--- src/rtl/gelu_du_arb_pkg.sv ---
// Shared types and defaults for the GELU DU arbiter.
// State encoding, DU latency and default geometry.
package gelu_du_arb_pkg;

  typedef enum logic [1:0] {
    IDLE  = 2'd0,
    RUN   = 2'd1,
    DRAIN = 2'd2
  } arb_state_t;

  localparam int DU_LATENCY       = 4;
  localparam int DEF_N            = 4;
  localparam int DEF_W            = 32;
  localparam int DEF_MAX_INFLIGHT = 8;

endpackage

--- src/rtl/gelu_du_arbiter_du_tag_fifo.sv ---
// In-order tag FIFO for the GELU DU arbiter.
// Holds the lane index of every request in flight.
module du_tag_fifo #(
  parameter int TW    = 2,
  parameter int DEPTH = 8
) (
  input  logic                         clk,
  input  logic                         rst,
  input  logic                         push_i,
  input  logic [TW-1:0]                tag_i,
  input  logic                         pop_i,
  output logic [TW-1:0]                tag_o,
  output logic                         empty_o,
  output logic                         full_o,
  output logic [$clog2(DEPTH+1)-1:0]   count_o
);

  localparam int PW = (DEPTH > 1) ? $clog2(DEPTH) : 1;
  localparam int CW = $clog2(DEPTH + 1);

  logic [TW-1:0] mem_q [DEPTH];
  logic [PW-1:0] wr_q;
  logic [PW-1:0] rd_q;
  logic [CW-1:0] cnt_q;
  logic          do_push;
  logic          do_pop;

  function automatic logic [PW-1:0] inc(input logic [PW-1:0] p);
    return (p == PW'(DEPTH - 1)) ? '0 : p + 1'b1;
  endfunction

  assign empty_o = (cnt_q == '0);
  assign full_o  = (cnt_q == CW'(DEPTH));
  assign count_o = cnt_q;
  assign tag_o   = mem_q[rd_q];
  assign do_push = push_i & ~full_o;
  assign do_pop  = pop_i & ~empty_o;

  // Tag storage; contents need no reset since count gates reads.
  always_ff @(posedge clk) begin
    if (do_push) mem_q[wr_q] <= tag_i;
  end

  // Pointers and occupancy.
  always_ff @(posedge clk) begin
    if (rst) begin
      wr_q  <= '0;
      rd_q  <= '0;
      cnt_q <= '0;
    end else begin
      if (do_push) wr_q <= inc(wr_q);
      if (do_pop)  rd_q <= inc(rd_q);
      unique case ({do_push, do_pop})
        2'b10:   cnt_q <= cnt_q + 1'b1;
        2'b01:   cnt_q <= cnt_q - 1'b1;
        default: cnt_q <= cnt_q;
      endcase
    end
  end

endmodule

--- src/rtl/gelu_du_arbiter.sv ---
// Round-robin arbiter sharing one GELU DU between N lanes.
// Tags route in-order DU results back to the issuing lane.
module gelu_du_arbiter
  import gelu_du_arb_pkg::*;
#(
  parameter int N            = DEF_N,
  parameter int W            = DEF_W,
  parameter int MAX_INFLIGHT = DEF_MAX_INFLIGHT
) (
  input  logic                                clk,
  input  logic                                rst,
  input  logic                                enable,
  input  logic [N-1:0]                        req_valid,
  output logic [N-1:0]                        req_ready,
  input  logic [N*W-1:0]                      req_F,
  input  logic [N*W-1:0]                      req_s_xi,
  output logic                                du_valid_in,
  output logic [W-1:0]                        du_F,
  output logic [W-1:0]                        du_s_xi,
  input  logic                                du_valid_out,
  input  logic [W-1:0]                        du_exponent,
  input  logic                                du_div_by_zero,
  input  logic                                du_result_sign,
  output logic [N-1:0]                        resp_valid,
  output logic [W-1:0]                        resp_exponent,
  output logic                                resp_div_by_zero,
  output logic                                resp_result_sign,
  output logic [$clog2(MAX_INFLIGHT+1)-1:0]   inflight,
  output logic                                idle,
  output logic                                flush_done,
  output logic                                err_underflow
);

  localparam int TW = (N > 1) ? $clog2(N) : 1;

  if (MAX_INFLIGHT <= DU_LATENCY) begin : g_depth_chk
    $error("MAX_INFLIGHT must exceed DU latency");
  end

  arb_state_t    state_q;
  logic          flush_q;
  logic [TW-1:0] last_q;
  logic          dvi_q;
  logic [W-1:0]  f_q;
  logic [W-1:0]  s_q;
  logic [N-1:0]  rv_q;
  logic [W-1:0]  rexp_q;
  logic          rdbz_q;
  logic          rsgn_q;
  logic          err_q;

  logic [TW-1:0] sel;
  logic          hit;
  logic          grant_ok;
  logic          accept;
  logic          pop;
  logic [TW-1:0] head;
  logic          empty;
  logic          full;

  du_tag_fifo #(
    .TW    (TW),
    .DEPTH (MAX_INFLIGHT)
  ) u_fifo (
    .clk     (clk),
    .rst     (rst),
    .push_i  (accept),
    .tag_i   (sel),
    .pop_i   (pop),
    .tag_o   (head),
    .empty_o (empty),
    .full_o  (full),
    .count_o (inflight)
  );

  assign grant_ok = (state_q == RUN) & ~full;
  assign accept   = |req_ready;
  assign pop      = du_valid_out & ~empty;

  // Round-robin pick: first valid lane after the last grant.
  always_comb begin
    req_ready = '0;
    sel       = '0;
    hit       = 1'b0;
    for (int k = 1; k <= N; k++) begin
      if (!hit && req_valid[(int'(last_q) + k) % N]) begin
        hit = 1'b1;
        sel = TW'((int'(last_q) + k) % N);
      end
    end
    if (grant_ok && hit) req_ready[sel] = 1'b1;
  end

  // Enable/drain state machine with the flush pulse.
  always_ff @(posedge clk) begin
    if (rst) begin
      state_q <= IDLE;
      flush_q <= 1'b0;
    end else begin
      flush_q <= 1'b0;
      unique case (state_q)
        IDLE:    if (enable) state_q <= RUN;
        RUN:     if (!enable) state_q <= DRAIN;
        DRAIN: begin
          if (inflight == '0 && !dvi_q) begin
            state_q <= IDLE;
            flush_q <= 1'b1;
          end
        end
        default: state_q <= IDLE;
      endcase
    end
  end

  // Issue registers toward the DU.
  always_ff @(posedge clk) begin
    if (rst) begin
      dvi_q  <= 1'b0;
      f_q    <= '0;
      s_q    <= '0;
      last_q <= TW'(N - 1);
    end else begin
      dvi_q <= accept;
      if (accept) begin
        f_q    <= req_F[int'(sel)*W +: W];
        s_q    <= req_s_xi[int'(sel)*W +: W];
        last_q <= sel;
      end
    end
  end

  // Response registers and sticky underflow flag.
  always_ff @(posedge clk) begin
    if (rst) begin
      rv_q   <= '0;
      rexp_q <= '0;
      rdbz_q <= 1'b0;
      rsgn_q <= 1'b0;
      err_q  <= 1'b0;
    end else begin
      rv_q <= pop ? (N'(1) << head) : '0;
      if (pop) begin
        rexp_q <= du_exponent;
        rdbz_q <= du_div_by_zero;
        rsgn_q <= du_result_sign;
      end
      if (du_valid_out && empty) err_q <= 1'b1;
    end
  end

  assign du_valid_in      = dvi_q;
  assign du_F             = f_q;
  assign du_s_xi          = s_q;
  assign resp_valid       = rv_q;
  assign resp_exponent    = rexp_q;
  assign resp_div_by_zero = rdbz_q;
  assign resp_result_sign = rsgn_q;
  assign idle             = (state_q == IDLE);
  assign flush_done       = flush_q;
  assign err_underflow    = err_q;

endmodule

--- config.mk ---
export PLATFORM = sky130hd
export DESIGN_NAME = gelu_du_arbiter
export DESIGN_NICKNAME = d
export VERILOG_FILES = /design/src/rtl/gelu_du_arb_pkg.sv /design/src/rtl/gelu_du_arbiter_du_tag_fifo.sv /design/src/rtl/gelu_du_arbiter.sv
export SDC_FILE = /design/constraint.sdc
export NUM_CORES = 1
export LEC_CHECK = 0
export CELL_PAD_IN_SITES_DETAIL_PLACEMENT = 1
export CELL_PAD_IN_SITES_GLOBAL_PLACEMENT = 1
export CORE_AREA = 2 2 159 161
export CTS_CLUSTER_SIZE = 10
export DETAILED_ROUTE_END_ITERATION = 8
export DIE_AREA = 0 0 161 163
export PLACE_DENSITY = 0.9
export SYNTH_ARGS = -nofsm -noshare
export SYNTH_HDL_FRONTEND = slang
export SYNTH_SLANG_ARGS = --single-unit
--- constraint.sdc ---
create_clock -name clk -period 6.8 [get_ports clk]
set_input_delay 0.68 -clock clk [delete_from_list [all_inputs] [get_ports clk]]
set_output_delay 0.68 -clock clk [all_outputs]
set_load 0.01 [all_outputs]
## After elaboration in Yosys (flattened, before gate mapping)

Memories as Yosys holds them, arrays and structs flattened. A register that Yosys moved wholly into a read port is not among the register bits.
Index checks and enable logic that the tools add are counted.

| word-level totals | value |
|---|---|
| flip-flop bits (word level) | 119 |
| RAM bits | 16 |
| input bits | 298 |
| output and inout bits | 114 |
| logic and storage cells | 111 |
| memories kept | 1 |

Memories:

| name | words | bits a word | read ports | clocked after Yosys merged registers in | wr ports | RTL line | text |
|---|---|---|---|---|---|---|---|
| u_fifo.mem_q | 8 | 2 | 1 | 1 | 1 | gelu_du_arbiter_du_tag_fifo.sv:21 | `logic [TW-1:0] mem_q [DEPTH];` |

| cells by class | value |
|---|---|
| $add $sub $neg | 8 |
| magnitude comparators | 6 |
| equal/unequal tests | 10 |
| shift-type cells | 3 |
| multiplexer cells | 35 |
| bitwise gates (word level) | 12 |
| reductions and logical operators | 22 |

Operator list:

| cell | number |
|---|---|
| indexed part select 128 x 8 -> 32 bit | 2 |
| < comparator 3 x 4 -> 1 bit (second input constant) | 4 |
| 2-to-1 mux 1 bit | 16 |
| 2-to-1 mux 2 bit | 7 |
| 2-to-1 mux 3 bit | 4 |
| OR reduction 2 bit | 6 |
| binary-select mux 1 bit (select 2 bit) | 4 |
| case mux 4 bit (2 select lines) | 1 |
| logical AND 1 bit | 7 |
| adder 3 x 1 -> 3 bit (second input constant) | 2 |
| equality test 3 bit (second input constant) | 2 |
| != test 2 bit (second input constant) | 3 |
| case mux 2 bit (3 select lines) | 1 |
| adder 2 x 1 -> 2 bit (second input constant) | 2 |
| adder 2 bit (second input constant) | 2 |
| adder 4 x 1 -> 4 bit (second input constant) | 1 |
| AND 1 bit | 4 |
| AND 1 bit (first input constant) | 4 |
| equality test 2 x 1 -> 1 bit (second input constant) | 2 |
| equality test 2 bit (second input constant) | 2 |
| equality test 4 bit (second input constant) | 1 |
| logical NOT 1 bit | 4 |
| logical NOT 4 bit | 1 |
| 2-to-1 mux 4 bit | 1 |
| other kinds (10) | 13 |

## Logic depth before layout (Yosys ltp)

Gate-level depths: netlist of run 1.

| logic depth | value |
|---|---|
| depth in word-level cells | 25 |
| mapped depth | 12 |

## Hierarchy

Synthesis of run 1 repeated with hierarchy kept, for this count alone.

| second synthesis, totals | value |
|---|---|
| cells, all modules | 761 |
| area, all modules | 7818.7 um^2 |

Modules (own cells, without submodules):

| module | times used | cells each | area an instance (um^2) | sequential area each (um^2) |
|---|---|---|---|---|
| gelu_du_arbiter | 1 | 662 | 6532.5 | 2182.1 |
| du_tag_fifo | 1 | 99 | 1286.2 | 740.7 |

## Least setup slack after synthesis of run 1

No wires, ideal clock.

| path | value |
|---|---|
| path type | input to register |
| start point | input req_valid[0] |
| end point | register u_fifo.cnt_q[3] (netlist: u_fifo.count_o[3]) |
| arrival | 2.705 ns |
| data required time | 6.730 ns |
| path slack | 4.024 ns |
| cell stages on the path | 11 |
| cell sequence | nor2_1 a221oi_4 inv_2 clkbuf_1 ha_1 ha_1 a21o_1 a21oi_1 xnor2_1 or3_1 a21oi_1 |

| between the ends | value |
|---|---|
| longest elaborated chain between the ends | 22 |
| elaborated cells between the ends (all ways) | 39 |
| those cells by class | order compare: 2; eq/ne: 2; mux: 24; bitwise: 1; reduce/logical: 10 |

RTL lines:

| element | RTL line | text |
|---|---|---|
| from (decl) | gelu_du_arbiter.sv:13 | `input logic [N-1:0] req_valid,` |
| binary-select mux 1 bit (select 2 bit) | gelu_du_arbiter.sv:86 | `if (!hit && req_valid[(int'(last_q) + k) % N]) begin` |
| 2-to-1 mux 1 bit (implied by the code) (2 in series) | gelu_du_arbiter.sv:86 |  |
| 2-to-1 mux 1 bit | gelu_du_arbiter.sv:86 |  |
| logical NOT 1 bit | gelu_du_arbiter.sv:86 |  |
| logical AND 1 bit | gelu_du_arbiter.sv:86 |  |
| 2-to-1 mux 1 bit | gelu_du_arbiter.sv:86 |  |
| logical NOT 1 bit | gelu_du_arbiter.sv:86 |  |
| logical AND 1 bit | gelu_du_arbiter.sv:86 |  |
| [5 not listed] | n/a |  |
| logical AND 1 bit (implied by the code) | gelu_du_arbiter.sv:91 | `if (grant_ok && hit) req_ready[sel] = 1'b1;` |
| 2-to-1 mux 1 bit (implied by the code) | gelu_du_arbiter.sv:91 |  |
| demux 1 bit (select 2 bit) | gelu_du_arbiter.sv:91 |  |
| 2-to-1 mux 4 bit (*) | gelu_du_arbiter.sv:91 |  |
| OR reduction 4 bit (*) | gelu_du_arbiter.sv:77 | `assign accept = \|req_ready;` |
| AND 1 bit (*) | gelu_du_arbiter_du_tag_fifo.sv:36 | `assign do_push = push_i & ~full_o;` |
| equality test 2 x 1 -> 1 bit or equality test 2 bit (tied branches) | gelu_du_arbiter_du_tag_fifo.sv:53 | `unique case ({do_push, do_pop})` |
| case mux 4 bit (2 select lines) or nonzero test 2 bit (tied branches) | n/a |  |
| to (signal assigned) | gelu_du_arbiter_du_tag_fifo.sv:54 | `2'b10: cnt_q <= cnt_q + 1'b1;` |
| to (signal assigned) | gelu_du_arbiter_du_tag_fifo.sv:55 | `2'b01: cnt_q <= cnt_q - 1'b1;` |
| to (signal assigned) | gelu_du_arbiter_du_tag_fifo.sv:56 | `default: cnt_q <= cnt_q;` |
| to (decl) | gelu_du_arbiter_du_tag_fifo.sv:24 | `logic [CW-1:0] cnt_q;` |

Every way passes the cells marked *; elsewhere a longest branch is shown, timed or not. The select of a mux whose other input is x is not followed.
A chain may end at the register's enable or synchronous reset.

## Worst setup path in the final report of run 1

| path | value |
|---|---|
| start point | input req_valid[0] |
| end point | output req_ready[3] |

| between the ends | value |
|---|---|
| longest elaborated chain between the ends | 18 |
| elaborated cells between the ends (all ways) | 33 |
| those cells by class | order compare: 2; mux: 23; reduce/logical: 8 |

RTL lines:

| element | RTL line | text |
|---|---|---|
| binary-select mux 1 bit (select 2 bit) | gelu_du_arbiter.sv:86 |  |
| 2-to-1 mux 1 bit (implied by the code) (2 in series) | gelu_du_arbiter.sv:86 |  |
| 2-to-1 mux 1 bit | gelu_du_arbiter.sv:86 |  |
| logical NOT 1 bit | gelu_du_arbiter.sv:86 |  |
| logical AND 1 bit | gelu_du_arbiter.sv:86 |  |
| 2-to-1 mux 1 bit | gelu_du_arbiter.sv:86 |  |
| logical NOT 1 bit | gelu_du_arbiter.sv:86 |  |
| logical AND 1 bit | gelu_du_arbiter.sv:86 |  |
| 2-to-1 mux 1 bit | gelu_du_arbiter.sv:86 |  |
| logical NOT 1 bit | gelu_du_arbiter.sv:86 |  |
| logical AND 1 bit | gelu_du_arbiter.sv:86 |  |
| 2-to-1 mux 2 bit | gelu_du_arbiter.sv:86 |  |
| < comparator 2 x 3 -> 1 bit (implied by the code) or >= comparator 2 x 1 -> 1 bit (tied branches) | gelu_du_arbiter.sv:91 |  |
| logical AND 1 bit (implied by the code) | gelu_du_arbiter.sv:91 |  |
| 2-to-1 mux 1 bit (implied by the code) | gelu_du_arbiter.sv:91 |  |
| demux 1 bit (select 2 bit) | gelu_du_arbiter.sv:91 |  |
| 2-to-1 mux 4 bit (*) | gelu_du_arbiter.sv:91 |  |
| to (decl) | gelu_du_arbiter.sv:14 | `output logic [N-1:0] req_ready,` |

Marked as above.

==> results of run 1 <==
==> per-layer routing <==
metal	up-vias	global-route usage
met3	46	0.07156
met1	3239	0.2095
met5	-	0
li1	3159	-
met4	0	0.08036
met2	277	0.3769
==> power by group <==
part | leakage (nW) | total, mW | internal, mW | switching, mW
registers | 1.14 | 1.04 | 0.950 | 0.0902
logic | 2.74 | 1.07 | 0.553 | 0.515
clock network | 0.303 | 1.00 | 0.563 | 0.437
total | 4.18 | 3.11 | 2.07 | 1.04
==> state kept, by name, summed over array words and instances (netlist names), 2 cells and up, named ones only <==
signal / cells
resp_exponent: 32
u_fifo.count_o: 4
du_s_xi: 32
u_fifo.mem_q: 16
u_fifo.rd_q: 3
u_fifo.wr_q: 3
state_q: 2
last_q: 2
du_F: 32
resp_valid: 4
==> stage by stage <==
step | total power, mW | utilization | cell area, um2 | hold WS (ps)
after floorplan | 1.573 | - | 6412 | 445.6
after global placement | 2.074 | 0.4373 | 10790 | 440.7
after detailed placement | 2.130 | 0.4373 | 10790 | 449.0
after CTS | 3.153 | 0.4625 | 11410 | 457.9
after global routing | 3.275 | 0.4627 | 11420 | 477.8
final | 3.109 | 0.4627 | 11420 | 457.9
==> area by class of cell <==
class,instances,area (um2),area share
Antenna cell,2,5.005,0.0004384
Inverter,7,26.28,0.002302
Timing Repair Buffer,417,4167,0.3650
Sequential cell,138,2923,0.2560
Multi-Input combinational cell,462,3262,0.2857
Clock inverter,15,195.2,0.01710
Clock buffer,17,425.4,0.03726
Tap cell,330,412.9,0.03617
==> worst paths after layout <==
kind | startpoint | slack [ps] | depth (start not counted) | end
hold reg to reg | resp_exponent[9]$_SDFFE_PP0P_ | 460 | 2 | resp_exponent[9]$_SDFFE_PP0P_
setup reg to reg | u_fifo.count_o[0]$_SDFFE_PP0P_ | 3520 | 10 | u_fifo.count_o[3]$_SDFFE_PP0P_
setup / recovery | req_valid[0] | 2900 | 8 | req_ready[3]
hold / removal | resp_exponent[9]$_SDFFE_PP0P_ | 460 | 2 | resp_exponent[9]$_SDFFE_PP0P_
==> logic make-up (layout without fill, tap and decap cells) <==
| logic type | after synthesis | count (layout) | share of synthesized area |
|---|---|---|---|
| fa+ha+maj | 8 | 8 | 0.01678 |
| compound gates | 121 | 121 | 0.1381 |
| simple gates | 194 | 194 | 0.1262 |
| flops | 138 | 138 | 0.4558 |
| xor+xnor | 3 | 3 | 0.004098 |
| buf+inv | 56 | 456 | 0.03844 |
| mux | 136 | 136 | 0.2205 |
| other cells | 0 | 2 | 0 |
==> cells in the mapped netlist (all sizes together) (2+ instances only) <==
master / count / share of area
a21oi: 48 / 0.037
buf: 27 / 0.021
clkbuf: 22 / 0.013
dfxtp: 122 / 0.38
edfxtp: 16 / 0.075
ha: 7 / 0.014
inv: 7 / 0.0041
mux2: 2 / 0.0035
mux2i: 130 / 0.20
mux4: 4 / 0.014
nand2: 146 / 0.086
nand2b: 4 / 0.0039
nor2: 24 / 0.015
nor3: 7 / 0.0062
nor3b: 4 / 0.0047
nor4: 2 / 0.0020
nor4b: 3 / 0.0041
o221ai: 64 / 0.087
or3: 2 / 0.0020
xor2: 2 / 0.0027
==> worst min-delay path: cells and delay by family (launching register included) <==
family	cells	cell delay [ps]
AOI/OAI and AO/OA	1	50
DFF	1	310
and+or+nand+nor	1	50
==> flow_metrics.py, run 1 <==
metrics = {
    "timing": {
        "hold_violations": 0,
        "min_period_over_period": 0.5743,
        "setup_violations": 0,
        "finClkSkew_ps": 14.44,
        "slew_headroom": 0.2711,
        "setup_ws_ps": 2895,
        "fmax_mhz": 256.1,
        "tightest_slew_ps": 1093,
        "rsz0062_at_grt": "false",
        "fin_crit_ps": 3905,
        "slew_violations": 0,
        "finalSetupTns_ps": 0,
    },
    "drt": {
        "dr_total_vias": 6721,
        "routed_wirelength_mm": 27.63,
        "wl_met3_mm": 2.185,
        "wl_per_cell_um": 19.90,
        "vias_per_cell": 4.842,
        "first_pass_iters": 4,
        "drc_errors": 0,
        "drt_iter0_markers": 303,
        "wl_met2_mm": 14.67,
        "maxUsedRoutingLayer": "met4",
        "met1_length_mm": 10.08,
        "postRouteAntennaNets": 0,
    },
    "grt": {
        "grtUsageTotal": 0.2034,
        "grt_pass1_vias": 7319,
        "grt_max_degree": 140,
        "grt_pass1_wl_mm": 41.02,
        "grt_overflow_total": 0,
        "antenna_found_initial": 2,
    },
    "critical_path": {
        "worstPathBufferInverterCount": 3,
        "cp-end-kind": "primary output",
        "critical_path_required_ps": 6120,
        "path_max_fanout": 139,
        "crit_arrival_ps": 3220,
        "max_stage_delay_ps": 590,
        "crit_top_cell": "clkdlybuf4s50_1",
        "cp_slowest_cell": "clkdlybuf4s50_1",
        "path_cells": "clkdlybuf4s50_1 -> a21oi_1 -> a31oi_1 -> a21oi_4 -> buf_12 -> nand2_1 -> nor2_1 -> clkdlybuf4s50_1",
        "crit_family": "buffers and inverters",
        "worstSetupPathType": "primary input to primary output",
        "worst_setup_path_start_kind": "primary input",
    },
    "floorplanning": {
        "die_x_um": 161,
        "die_y_um": 163,
        "num_io_pins": 412,
        "die_area_um2": 26240,
        "design.core.area_um2": 24670,
        "row_count": 58,
        "start_util": 0.2599,
    },
    "clock_tree": {
        "cts_setup_buffers": 0,
        "cts.root.buffer_cell": "clkbuf_16",
        "numClockSinks": 138,
        "cts_buffer_depth": 2,
        "clk_latency_ps": 430,
        "cts.repair.resized": 0,
        "cts_tree": "done",
        "clk_pin_slew_ps": 70,
        "ctsHoldBuffers": 0,
        "cts_buffers": 17,
        "h-tree-depth": 4,
    },
    "placement": {
        "place_inst": 1354,
        "port-buffer-count": 411,
        "dp_hpwl_mm": 21.12,
        "finalWeightedCongestion": 0.8661,
        "dp_slack_ps": 2787,
    },
    "logic_synthesis": {
        "ys_async_sr_fraction": 0,
        "syn_area_um2": 6412,
        "synth-seq-cells": 138,
        "yosys.cell_types.count": 39,
        "synth-edff-count": 16,
        "synth_seq_area_share": 0.4558,
        "synthFlopType": "dfxtp_1",
        "syn_nets": 962,
        "syn_inst": 656,
        "synth_area_per_cell_um2": 9.775,
        "ys_warn_count": 0,
    },
    "final_layout": {
        "fillers": 2753,
        "layout_common_cells": "clkdlybuf4s50_1, nand2_1, mux2i_1, dfxtp_1, o221ai_1",
        "syn2layout_area_growth_pct": 78.03,
        "final_nets": 1349,
        "final_common_cell": "clkdlybuf4s50_1",
        "layout-drive-gt1-share": 0.05114,
        "layout.cells.non_filler": 1388,
    },
    "pwr": {
        "power.density_nw_per_um2": 272.3,
        "peakVddDrop_v": 0.0001677,
        "cellLeakagePower_nw": 4.181,
    },
    "hold_path": {
        "holdCritPathClass": "flip-flop to flip-flop",
    },
    "outcome": {
        "status": "finished clean",
    },
    "flow_run": {
        "maxCapViolations": 0,
    },
}
(Power assumes the default switching activity.)
==> run 2, diff against run 1 <==
--- a/config.mk
+++ b/config.mk
@@ -7,11 +7,10 @@
 export LEC_CHECK = 0
 export CELL_PAD_IN_SITES_DETAIL_PLACEMENT = 1
 export CELL_PAD_IN_SITES_GLOBAL_PLACEMENT = 1
-export CORE_AREA = 2 2 159 161
+export CORE_UTILIZATION = 23
 export CTS_CLUSTER_SIZE = 10
 export DETAILED_ROUTE_END_ITERATION = 8
-export DIE_AREA = 0 0 161 163
-export PLACE_DENSITY = 0.9
+export PLACE_DENSITY = 0.84
 export SYNTH_ARGS = -nofsm -noshare
 export SYNTH_HDL_FRONTEND = slang
 export SYNTH_SLANG_ARGS = --single-unit
==> constraint.sdc (replaced) <==
create_clock -name clk -period 3.13 [get_ports clk]
set_input_delay 0.313 -clock clk [delete_from_list [all_inputs] [get_ports clk]]
set_output_delay 0.313 -clock clk [all_outputs]
set_load 0.01 [all_outputs]
==> run 2 against run 1 <==
Net effect: clock-buffer cell count is 1 higher; critical endpoint is now req_ready[0]; critical path type is now flip-flop to primary output; sequential share of layout area is 0.33 points lower; critical path depth is 2 lower; clock power is 120% higher.
==> flow_metrics.py, run 2 (same netlist as run 1, synthesis figures left out) <==
metrics = {
    "outcome": {
        "status": "finished clean",
    },
    "grt": {
        "grt_max_degree": 81,
        "antenna_found_initial": 2,
        "gr-usage-met3": 0.06570,
        "grt_overflow_total": 0,
        "met2_usage": 0.3426,
        "grt_pass1_wl_mm": 39.58,
        "grtUsageTotal": 0.1823,
        "grt_pass1_vias": 7133,
        "grt_use_met1": 0.1819,
        "busiest_layer": "met2",
    },
    "floorplanning": {
        "die_y_um": 169.0,
        "num_io_pins": 412,
        "die_area_um2": 28550,
        "row_count": 60,
        "design.core.area_um2": 27180,
        "start_util": 0.2360,
        "die_x_um": 169.0,
    },
    "critical_path": {
        "timing.rr.end": "u_fifo.count_o[3]$_SDFFE_PP0P_",
        "reg2regPathDepth": 10,
        "critical_path.endpoint": "req_ready[0]",
        "cp_slowest_cell": "clkdlybuf4s50_1",
        "r2r_setup_slack_ps": 590,
        "max_stage_delay_ps": 590,
        "crit_arrival_ps": 2560,
        "path_max_fanout": 7,
        "cp-end-kind": "primary output",
        "crit_start": "last_q[1]$_SDFFE_PP1N_",
        "worstSetupPathType": "flip-flop to primary output",
        "worst_setup_path_start_kind": "flip-flop",
        "crit_family": "buffers and inverters",
        "r2r_start": "u_fifo.count_o[0]$_SDFFE_PP0P_",
        "worstPathBufferInverterCount": 2,
        "path_cells": "mux2_2 -> a22oi_1 -> and2_1 -> inv_1 -> nor3_1 -> clkdlybuf4s50_1",
        "critical_path_required_ps": 2820,
        "path_depth": 6,
    },
    "placement": {
        "dp_hpwl_mm": 20.71,
        "place_inst": 1402,
        "finalWeightedCongestion": 0.8485,
        "port-buffer-count": 411,
        "place_area_um2": 10940,
    },
    "final_layout": {
        "fillers": 3017,
        "final_cell_area_um2": 11570,
        "final_nets": 1355,
        "utilization": 0.4256,
        "layout-drive-gt1-share": 0.05556,
        "syn2layout_area_growth_pct": 80.37,
        "layout_common_cells": "clkdlybuf4s50_1, nand2_1, mux2i_1, dfxtp_1, o221ai_1",
        "layout.cells.non_filler": 1436,
        "final_common_cell": "clkdlybuf4s50_1",
    },
    "drt": {
        "wl_per_cell_um": 18.59,
        "postRouteAntennaNets": 0,
        "routed_wirelength_mm": 26.69,
        "dr_total_vias": 6699,
        "drc_errors": 0,
        "vias_per_cell": 4.665,
        "first_pass_iters": 4,
        "drt_iter0_markers": 268,
    },
    "clock_tree": {
        "cts_buffers": 17,
        "ctsHoldBuffers": 0,
        "cts_tree": "done",
        "h-tree-depth": 4,
        "numClockSinks": 138,
        "clk_latency_ps": 410,
        "cts.repair.resized": 0,
        "cts_setup_buffers": 0,
        "cts_buffer_depth": 2,
        "clk_pin_slew_ps": 70,
        "cts.root.buffer_cell": "clkbuf_16",
    },
    "timing": {
        "rsz0062_at_grt": "false",
        "slew_violations": 0,
        "fmax_mhz": 347.7,
        "setup_violations": 0,
        "hold_violations": 0,
        "slew_headroom": 0.6069,
        "tightest_slew_ps": 581.4,
        "finalSetupTns_ps": 0,
        "fin_crit_ps": 2876,
        "finClkSkew_ps": 15.99,
        "min_period_over_period": 0.9188,
        "hold_slack_ps": 249.7,
    },
    "pwr": {
        "combPwrFrac": 0.344,
        "cellLeakagePower_nw": 4.236,
        "peakVddDrop_v": 0.0002758,
        "power.density_nw_per_um2": 581.7,
        "power_frac_clock": 0.322,
        "p_int_mw": 4.586,
        "p_sw_frac": 0.3183,
        "p_sw_mw": 2.142,
        "seq_power_share": 0.335,
    },
    "hold_path": {
        "holdCritPathClass": "primary input to flip-flop",
    },
    "flow_run": {
        "maxCapViolations": 0,
    },
}
## run 2: cell types whose count changed in the layout (fill, tap and decap cells not counted), moves of 2 or more
cell and delta:
clkinv_4 +3, clkinv_8 -2, buf_4 +2, inv_8 -2
buf_12 +4
## run 2: layout make-up
class | count | area [um2] | share of cell area
antenna | 2 | 5.005 | 0.0004327
clock inverter | 14 | 183.9 | 0.01590
inverter | 7 | 26.28 | 0.002272
timing repair buffer | 423 | 4262 | 0.3685
sequential | 138 | 2923 | 0.2527
multi-input combinational | 462 | 3262 | 0.2820
tap | 372 | 465.4 | 0.04024
clock buffer | 18 | 439.2 | 0.03797
## run 2: worst min-delay path by stage
stage / start / to / slack (ps) / depth (start not counted)
2_1_floorplan: state_q[0]$_SDFFE_PP0P_ / flush_done$_SDFF_PP0_ / 450 / 1
3_3_place_gp: resp_exponent[20]$_SDFFE_PP0P_ / resp_exponent[20]$_SDFFE_PP0P_ / 440 / 2
3_5_place_dp: resp_exponent[19]$_SDFFE_PP0P_ / resp_exponent[19]$_SDFFE_PP0P_ / 450 / 2
4_1_cts: rst / u_fifo.count_o[2]$_SDFFE_PP0P_ / 230 / 2
5_1_grt: rst / u_fifo.wr_q[0]$_SDFFE_PP0P_ / 240 / 2
6_report: rst / u_fifo.count_o[2]$_SDFFE_PP0P_ / 250 / 2
## run 2: power groups by stage
stage	combinational, mW	clock [mW]	sequential (mW)
CTS	2.35	2.23	2.26
global route	2.51	2.30	2.29
finish	2.31	2.16	2.25
detailed placement	2.33	0	2.29
floorplan	1.05	0	2.37
global placement	2.28	0	2.28
## run 2: per-stage QoR
stage,worst slack [ps],power [mW]
finish,254.1,6.728
global route,133.5,7.096
CTS,230.4,6.838
detailed placement,359.9,4.628
global placement,444.9,4.554
floorplan,385.3,3.417
## run 2: routing by layer
layer  routed length [um]  share of wire
met5                    0              0
met4                  687          0.026
met2                14220           0.53
met3                 2289          0.086
met1                 9492           0.36
## run 2: worst reg2reg max path, cell delays in order, from the launching register on
cell	delay [ps]
dfxtp_1	370
nor4_1	450
nand2b_1	200
inv_2	50
ha_1	230
ha_1	280
a21o_1	180
a21oi_1	170
xnor2_1	90
or3_1	300
a21oi_1	150
==> run 3, diff against run 2 <==
--- a/config.mk
+++ b/config.mk
@@ -5,12 +5,14 @@
 export SDC_FILE = /design/constraint.sdc
 export NUM_CORES = 1
 export LEC_CHECK = 0
+export CAP_MARGIN = 20
 export CELL_PAD_IN_SITES_DETAIL_PLACEMENT = 1
 export CELL_PAD_IN_SITES_GLOBAL_PLACEMENT = 1
-export CORE_UTILIZATION = 23
+export CORE_MARGIN = 10
+export CORE_UTILIZATION = 26
 export CTS_CLUSTER_SIZE = 10
 export DETAILED_ROUTE_END_ITERATION = 8
-export PLACE_DENSITY = 0.84
+export PLACE_DENSITY = 0.89
 export SYNTH_ARGS = -nofsm -noshare
 export SYNTH_HDL_FRONTEND = slang
 export SYNTH_SLANG_ARGS = --single-unit
==> constraint.sdc (replaced) <==
create_clock -name clk -period 2.9 [get_ports clk]
set_input_delay 0.29 -clock clk [delete_from_list [all_inputs] [get_ports clk]]
set_output_delay 0.29 -clock clk [all_outputs]
set_load 0.01 [all_outputs]
==> run 3 against run 2 <==
Net effect: sequential share of layout area decreased by 0.13 points; combinational power rose by 11%; first-iteration DRC count fell by 15%; non-clock buffer count is 11 higher; clock power up 11%; critical path depth unchanged; via count rose by 1.5%; sequential power rose by 8%; flip-flop and latch count is the same; largest cell class unchanged; largest power group unchanged.
==> flow_metrics.py, run 3 (same netlist as run 1, synthesis figures left out) <==
metrics = {
    "clock_tree": {
        "cts_setup_buffers": 0,
        "cts_tree": "done",
        "numClockSinks": 138,
        "clk_pin_slew_ps": 70,
        "cts_buffer_depth": 2,
        "cts_buffers": 17,
        "clk_latency_ps": 420,
        "cts.root.buffer_cell": "clkbuf_16",
        "ctsHoldBuffers": 0,
        "h-tree-depth": 4,
    },
    "floorplanning": {
        "design.core.area_um2": 24320,
        "die_area_um2": 31340,
        "die_y_um": 177.0,
        "start_util": 0.2637,
        "die_x_um": 177.0,
        "num_io_pins": 412,
        "row_count": 57,
    },
    "timing": {
        "min_period_over_period": 0.9385,
        "finalSetupTns_ps": 0,
        "slew_headroom": 0.5361,
        "setup_violations": 0,
        "fin_crit_ps": 2722,
        "tightest_slew_ps": 695.8,
        "finClkSkew_ps": 19.97,
        "slew_violations": 0,
        "rsz0062_at_grt": "false",
        "hold_violations": 0,
        "fmax_mhz": 367.4,
    },
    "final_layout": {
        "final_common_cell": "clkdlybuf4s50_1",
        "final_nets": 1366,
        "syn2layout_area_growth_pct": 81.39,
        "layout-drive-gt1-share": 0.06897,
        "layout_common_cells": "clkdlybuf4s50_1, nand2_1, mux2i_1, dfxtp_1, o221ai_1",
        "fillers": 2667,
        "multiInputGateArea_um2": 3269,
        "ff_latch_area_um2": 2924,
        "layout.cells.non_filler": 1404,
    },
    "placement": {
        "dp_hpwl_mm": 25.06,
        "port-buffer-count": 411,
        "finalWeightedCongestion": 0.8526,
        "place_inst": 1365,
    },
    "critical_path": {
        "critical_path_required_ps": 2610,
        "worst_setup_path_start_kind": "flip-flop",
        "cp-end-kind": "primary output",
        "worstPathBufferInverterCount": 2,
        "path_cells": "mux2_2 -> a22oi_1 -> and2_2 -> inv_1 -> nor3_1 -> clkdlybuf4s50_1",
        "path_max_fanout": 7,
        "crit_family": "buffers and inverters",
        "max_stage_delay_ps": 600,
        "crit_arrival_ps": 2430,
        "cp_slowest_cell": "clkdlybuf4s50_1",
        "worstSetupPathType": "flip-flop to primary output",
    },
    "drt": {
        "first_pass_iters": 5,
        "postRouteAntennaNets": 0,
        "drc_errors": 0,
        "routed_wirelength_mm": 31.29,
        "drt_iter0_markers": 227,
        "wl_per_cell_um": 22.28,
        "vias_per_cell": 4.843,
        "dr_total_vias": 6800,
    },
    "grt": {
        "grt_pass1_wl_mm": 45.27,
        "grtUsageTotal": 0.1890,
        "antenna_found_initial": 6,
        "grt_pass1_vias": 7605,
        "grt_max_degree": 65,
        "grt_overflow_total": 0,
    },
    "flow_run": {
        "maxCapViolations": 0,
    },
    "outcome": {
        "status": "finished clean",
    },
    "hold_path": {
        "holdCritPathClass": "primary input to flip-flop",
    },
    "pwr": {
        "cellLeakagePower_nw": 4.297,
        "peakVddDrop_v": 0.0003275,
        "power.density_nw_per_um2": 636.9,
    },
}
==> run 3: cell count changes in the layout (fill, tap and decap cells not counted), sizes merged <==
cell and change:
buf +11, diode +5, clkinv -2, inv +2, clkbuf -1, clkinvlp +1
==> run 3: per-layer routing <==
metal / share of wire / vias up / GRT usage
met5: 0.00029 / - / 0
met4: 0.029 / 2 / 0.07706
met3: 0.098 / 52 / 0.08406
met2: 0.52 / 290 / 0.3434
met1: 0.35 / 3256 / 0.1824
li1: - / 3200 / -
==> run 3: cell type report <==
class,instances,area share
Timing Repair Buffer,434,0.3735
Sequential cell,138,0.2514
Clock inverter,15,0.01883
Tap cell,324,0.03485
Clock buffer,17,0.03657
Antenna cell,7,0.001506
Inverter,7,0.002259
Multi-Input combinational cell,462,0.2811
==> run 3: path summary, 6_finish.rpt <==
check	from	end	slack (ps)	depth (start not counted)
worst min register to register	resp_exponent[18]$_SDFFE_PP0P_	resp_exponent[18]$_SDFFE_PP0P_	450	2
worst min-delay path	rst	resp_exponent[5]$_SDFFE_PP0P_	250	2
worst max-delay path	last_q[1]$_SDFFE_PP1N_	req_ready[0]	180	6
worst max register to register	u_fifo.count_o[0]$_SDFFE_PP0P_	u_fifo.count_o[3]$_SDFFE_PP0P_	230	10
==> run 3: where the power goes <==
group	switching (mW)	internal (mW)
combinational	1.23	1.34
sequential	0.209	2.23
clock	0.991	1.41
==> run 3: timing repair <==
item / in CTS / in global routing
pin swaps: 0 / 0
setup endpoints to repair: 1 / 2
endpoints found under the hold margin: 0 / 0
gates resized for setup: 1 / 2
==> run 3: per-stage QoR <==
stage	util	power, mW	hold slack, ps	area (um2)	setup WS, ps
4_1_cts	0.4772	7.487	238.3	11610	70.13
3_5_place_dp	0.4507	5.050	448.9	10960	155.6
2_1_floorplan	-	3.688	426.0	6412	155.3
6_report	0.4783	7.408	245.4	11630	178.4
3_3_place_gp	0.4507	4.946	441.8	10960	244.2
5_1_grt	0.4783	7.818	247.9	11630	80.23
